File: src/rtl/pwm_pkg.sv
// Shared types and constants for the PWM duty-ramp path.
package pwm_pkg;
  localparam int DC_W    = 7;
  localparam int DC_MAX  = 100;
  localparam int FRAME_W = 8;
  localparam int DIV_W   = 4;

  typedef enum logic [1:0] {IDLE, UP, DOWN, HOLD} ramp_state_t;

  function automatic logic [DC_W-1:0] clamp_dc(input logic [DC_W-1:0] dc,
                                               input logic [DC_W-1:0] lim);
    return (dc > lim) ? lim : dc;
  endfunction
endpackage

File: src/rtl/pwm_frame_timer.sv
// Free-running frame counter kept in lock-step with the PWM generator count.
module pwm_frame_timer #(
  parameter int FRAME_W = 8
) (
  input  logic clk,
  input  logic rst_n,
  output logic frame_tick
);
  logic [FRAME_W-1:0] frame_cnt;

  always_ff @(posedge clk or negedge rst_n) begin
    if (!rst_n) frame_cnt <= '0;
    else        frame_cnt <= frame_cnt + 1'b1;
  end

  assign frame_tick = (frame_cnt == '1);
endmodule

File: src/rtl/pwm_duty_ramp.sv
// Slew-limited duty ramp: moves dc_out one percent toward the target per permitted frame end.
module pwm_duty_ramp #(
  parameter int DC_W    = pwm_pkg::DC_W,
  parameter int DC_MAX  = pwm_pkg::DC_MAX,
  parameter int FRAME_W = pwm_pkg::FRAME_W,
  parameter int DIV_W   = pwm_pkg::DIV_W
) (
  input  logic            clk,
  input  logic            rst_n,
  input  logic            enable,
  input  logic [DC_W-1:0] target_dc,
  input  logic [DIV_W-1:0] step_div,
  output logic [DC_W-1:0] dc_out,
  output logic            frame_tick,
  output logic            at_target,
  output logic            ramping_up,
  output logic            ramping_down
);
  import pwm_pkg::*;

  ramp_state_t      state;
  logic [DC_W-1:0]  tgt;
  logic [DIV_W-1:0] div_cnt;
  logic             frame_end;
  logic             step_ok;

  assign tgt = clamp_dc(target_dc, DC_W'(DC_MAX));

  pwm_frame_timer #(.FRAME_W(FRAME_W)) u_frame (
    .clk        (clk),
    .rst_n      (rst_n),
    .frame_tick (frame_end)
  );

  assign frame_tick = frame_end;
  // >= so that shrinking step_div below the running count releases a step at once
  assign step_ok    = frame_end && (div_cnt >= step_div);

  always_ff @(posedge clk or negedge rst_n) begin
    if (!rst_n) begin
      dc_out  <= '0;
      div_cnt <= '0;
      state   <= IDLE;
    end else if (!enable) begin
      dc_out  <= '0;
      div_cnt <= '0;
      state   <= IDLE;
    end else begin
      if (dc_out < tgt)      state <= UP;
      else if (dc_out > tgt) state <= DOWN;
      else                   state <= HOLD;
      if (frame_end) div_cnt <= step_ok ? '0 : div_cnt + 1'b1;
      if (step_ok) begin
        if (dc_out < tgt)      dc_out <= dc_out + 1'b1;
        else if (dc_out > tgt) dc_out <= dc_out - 1'b1;
      end
    end
  end

  assign at_target    = (state == HOLD);
  assign ramping_up   = (state == UP);
  assign ramping_down = (state == DOWN);
endmodule

File: config.mk
export PLATFORM = sky130hd
export DESIGN_NAME = pwm_duty_ramp
export DESIGN_NICKNAME = d
export VERILOG_FILES = /design/src/rtl/pwm_pkg.sv /design/src/rtl/pwm_frame_timer.sv /design/src/rtl/pwm_duty_ramp.sv
export SDC_FILE = /design/constraint.sdc
export NUM_CORES = 1
export LEC_CHECK = 0
export CELL_PAD_IN_SITES_DETAIL_PLACEMENT = 1
export CELL_PAD_IN_SITES_GLOBAL_PLACEMENT = 1
export CORE_MARGIN = 2
export CORE_UTILIZATION = 42
export CTS_BUF_LIST = sky130_fd_sc_hd__clkbuf_16
export CTS_CLUSTER_DIAMETER = 50
export CTS_CLUSTER_SIZE = 20
export DETAILED_ROUTE_END_ITERATION = 16
export HOLD_SLACK_MARGIN = 0.05
export PLACE_DENSITY = 0.82
export SLEW_MARGIN = 20
export SYNTH_ARGS = -nofsm -noshare
export SYNTH_HDL_FRONTEND = slang
export SYNTH_SLANG_ARGS = --single-unit
File: constraint.sdc
create_clock -name clk -period 5.15 [get_ports clk]
set_input_delay 1.03 -clock clk [delete_from_list [all_inputs] [get_ports clk]]
set_output_delay 1.03 -clock clk [all_outputs]
set_load 0.01 [all_outputs]
==> impl_metrics.py <==
metrics = {
    "die": {
        "die_y_um": 62.0,
        "core_um2": 3280,
        "fp.dieArea_um2": 3840,
        "initial_utilization_pct": 43.0,
        "rows": 21,
        "die_x_um": 62.0,
        "io_pins": 25,
    },
    "yosys": {
        "synthMuxAreaShare_pct": 0,
        "synth_cell_types": 39,
        "synth_top_family_by_area": "simple AND/OR/NAND/NOR gates",
        "synth_async_sr_flop_share_pct": 100,
        "ys.flop_type": "dfrtp_1",
        "synthesis.area_um2": 1410,
        "synth_area_leaders": "dfrtp_1, ha_1, nand2_1, a21oi_1, inv_1",
        "synthSimpleGateAreaFrac_pct": 20.7,
        "yosys-top-cells-count": "dfrtp_1, nand2_1, ha_1",
        "synthesis.nets": 186,
        "ys_seq_area_share_pct": 37.2,
        "synth_cells": 153,
        "synth_area_per_cell_um2": 9.22,
        "yosysTopAreaCell": "dfrtp_1",
        "synth_top_cell_area_share_pct": 37.2,
        "synth_most_common_cell": "dfrtp_1",
        "synthXorXnorAreaFrac_pct": 4.96,
        "synthAdderAreaFrac_pct": 17.4,
        "yosysWarningCount": 0,
        "synth_compound_area_share_pct": 15.9,
        "synth_edf_count": 0,
        "synth_seq_cells": 21,
    },
    "grt": {
        "antenna_found_initial": 0,
        "grt_pass1_vias": 1304,
        "track_usage_pct": 21.3,
        "grt_pass1_wl_mm": 5.90,
        "grt_max_degree": 22,
        "gr-total-overflow": 0,
    },
    "power_and_ir_drop": {
        "vdd_drop_max_mv": 0.173,
        "powerDensity_nw_per_um2": 366,
        "leakage_uw": 0.000813,
    },
    "clocking": {
        "cts_buffers": 3,
        "cts-root-buf": "clkbuf_16",
        "cts_setup_buffers": 0,
        "cts.path.max_buffers": 2,
        "postCtsHoldBufs": 0,
        "clock-sinks": 21,
        "cts_resized": 0,
        "htree_levels": 1,
        "cts_tree": "yes",
        "clock_latency_ns": 0.26,
        "clkTransAtPathRegs_ns": 0.06,
    },
    "setup_path": {
        "cp_max_fo": 5,
        "critical_path_arrival_ns": 4.70,
        "cp.required_ns": 5.32,
        "worstSetupPathType": "in -> reg",
        "worstSetupStartpointType": "input pin",
        "cp-end-kind": "flip-flop",
    },
    "sta": {
        "hold_violations": 0,
        "setup_violations": 0,
        "skew_ns": 0.00234,
        "grt_setup_unrepaired": "no",
        "period_share_pct": 88.1,
        "period_needed_ns": 4.54,
        "drv_slew": 0,
        "relSlewSlack_pct": 31.1,
        "max_clock_freq_mhz": 220,
        "setup_tns_ns": 0,
        "max_slew.worst_pin.slew_ns": 1.03,
    },
    "detailed_routing": {
        "vias": 1221,
        "drtAntennaViolNets": 0,
        "route.detailed.drc": 0,
        "drtIter0Drc": 19,
        "routedWlPerCell_um": 16.4,
        "vias_per_cell": 5.38,
        "postRouteWirelength_mm": 3.73,
        "detail_route.first_pass.iterations": 4,
    },
    "placed_design": {
        "globalplace.congestion": 0.872,
        "place.detailed.hpwl_mm": 2.85,
        "port_buffers": 24,
        "dpl.cell_count": 223,
    },
    "cells_and_area": {
        "drive_above_1_share_pct": 6.08,
        "final_cells": 227,
        "multi_input_area_um2": 831,
        "nets": 215,
        "regArea_um2": 526,
        "area_delta_synth_final_pct": 27.1,
        "num-fill-cells": 392,
        "antenna_cells": 0,
    },
    "run_status": {
        "status": "complete, no violations",
    },
    "hold_path": {
        "hold_path_class": "reg -> reg",
    },
    "flow_run": {
        "max_cap_viol_count": 0,
    },
}
==> registers in the layout (all words and copies together) (netlist names) <==
name / flops
u_frame.frame_cnt: 8
state: 2
div_cnt: 4
dc_out: 7
==> cells by family after synthesis <==
logic type	after synthesis
AOI/OAI and AO/OA	37
xor gates and xnor gates	8
adders and majority gates	19
buffers and inverters	14
DFF	21
and+or+nand+nor	54
==> layout by cell type, fill, tap and decap left out, drive strengths merged, types with 2 or more instances in the layout <==
| cell | synthesis | final |
|---|---|---|
| nand2 | 20 | 20 |
| o31ai | 4 | 4 |
| nand3 | 5 | 5 |
| a21oi | 11 | 11 |
| clkdlybuf4s50 | 0 | 24 |
| xor2 | 4 | 4 |
| inv | 11 | 11 |
| ha | 18 | 18 |
| or2 | 2 | 2 |
| a211oi | 2 | 2 |
| nor2b | 6 | 6 |
| nor2 | 11 | 11 |
| clkbuf | 0 | 3 |
| dfrtp | 21 | 21 |
| xnor2 | 4 | 4 |
| o21ai | 13 | 13 |
| and4 | 2 | 2 |
| and2 | 2 | 2 |
| clkinv | 2 | 2 |
==> critical path: stages <==
cell and delay (ns):
clkdlybuf4s50_1 0.50, o21ai_0 0.12, a21oi_1 0.30, nor2_1 0.09
ha_1 0.32, a21oi_1 0.17, o21ai_1 0.11, a21oi_1 0.16
buf_4 0.16, inv_1 0.10, ha_1 0.33, nor2b_1 0.18
o31ai_2 0.23, a21oi_1 0.12, xnor2_1 0.20, or4b_1 0.46
o211ai_1 0.12
==> layer usage <==
layer / track usage, % / vias up / wire length [um]
met5: 0 / - / 0
met4: 6.38 / 0 / 54
met3: 3.31 / 6 / 84
met2: 39.6 / 26 / 2010
met1: 24.9 / 602 / 1580
li1: - / 587 / -
==> path summary, 6_finish.rpt <==
check / to / slack [ns] / startpoint / cells past startpoint
worst max-delay path: dc_out[6]$_DFFE_PN0P_ / 0.61 / target_dc[0] / 17
worst min-delay path: u_frame.frame_cnt[0]$_DFF_PN0_ / 0.46 / u_frame.frame_cnt[0]$_DFF_PN0_ / 1
worst max register to register: dc_out[6]$_DFFE_PN0P_ / 1.92 / dc_out[2]$_DFFE_PN0P_ / 13
worst min register to register: u_frame.frame_cnt[0]$_DFF_PN0_ / 0.46 / u_frame.frame_cnt[0]$_DFF_PN0_ / 1
max in group asynchronous: state[1]$_DFF_PN0_ / 3.24 / rst_n / 1
min in group asynchronous: div_cnt[3]$_DFFE_PN0P_ / 1.31 / rst_n / 1
==> report_power, final <==
group / switching [uW] / internal, uW / total, uW
clock network: 66.1 / 105 / 171
registers: 32.1 / 186 / 218
logic: 138 / 129 / 267
total: 237 / 421 / 657
==> final cells by class <==
cell class	count	share of cell area, %
clock buffer	3	4.18
clock inverter	1	0.418
inverter	13	2.79
multi-input combinational	118	46.3
sequential	21	29.3
tap	46	3.21
timing repair buffer	25	13.8
==> through the flow <==
step / cell area, um^2 / total power (uW) / worst slack [ns] / util (%) / hold slack [ns]
5_1_grt: 1790 / 696 / 0.423 / 54.6 / 0.490
4_1_cts: 1790 / 660 / 0.634 / 54.6 / 0.465
3_3_place_gp: 1710 / 464 / 0.767 / 52.1 / 0.434
6_report: 1790 / 657 / 0.614 / 54.6 / 0.458
3_5_place_dp: 1710 / 485 / 0.498 / 52.1 / 0.447
2_1_floorplan: 1410 / 366 / 1.26 / - / 0.422
No activity file was read; power rests on OpenSTA's default activity.
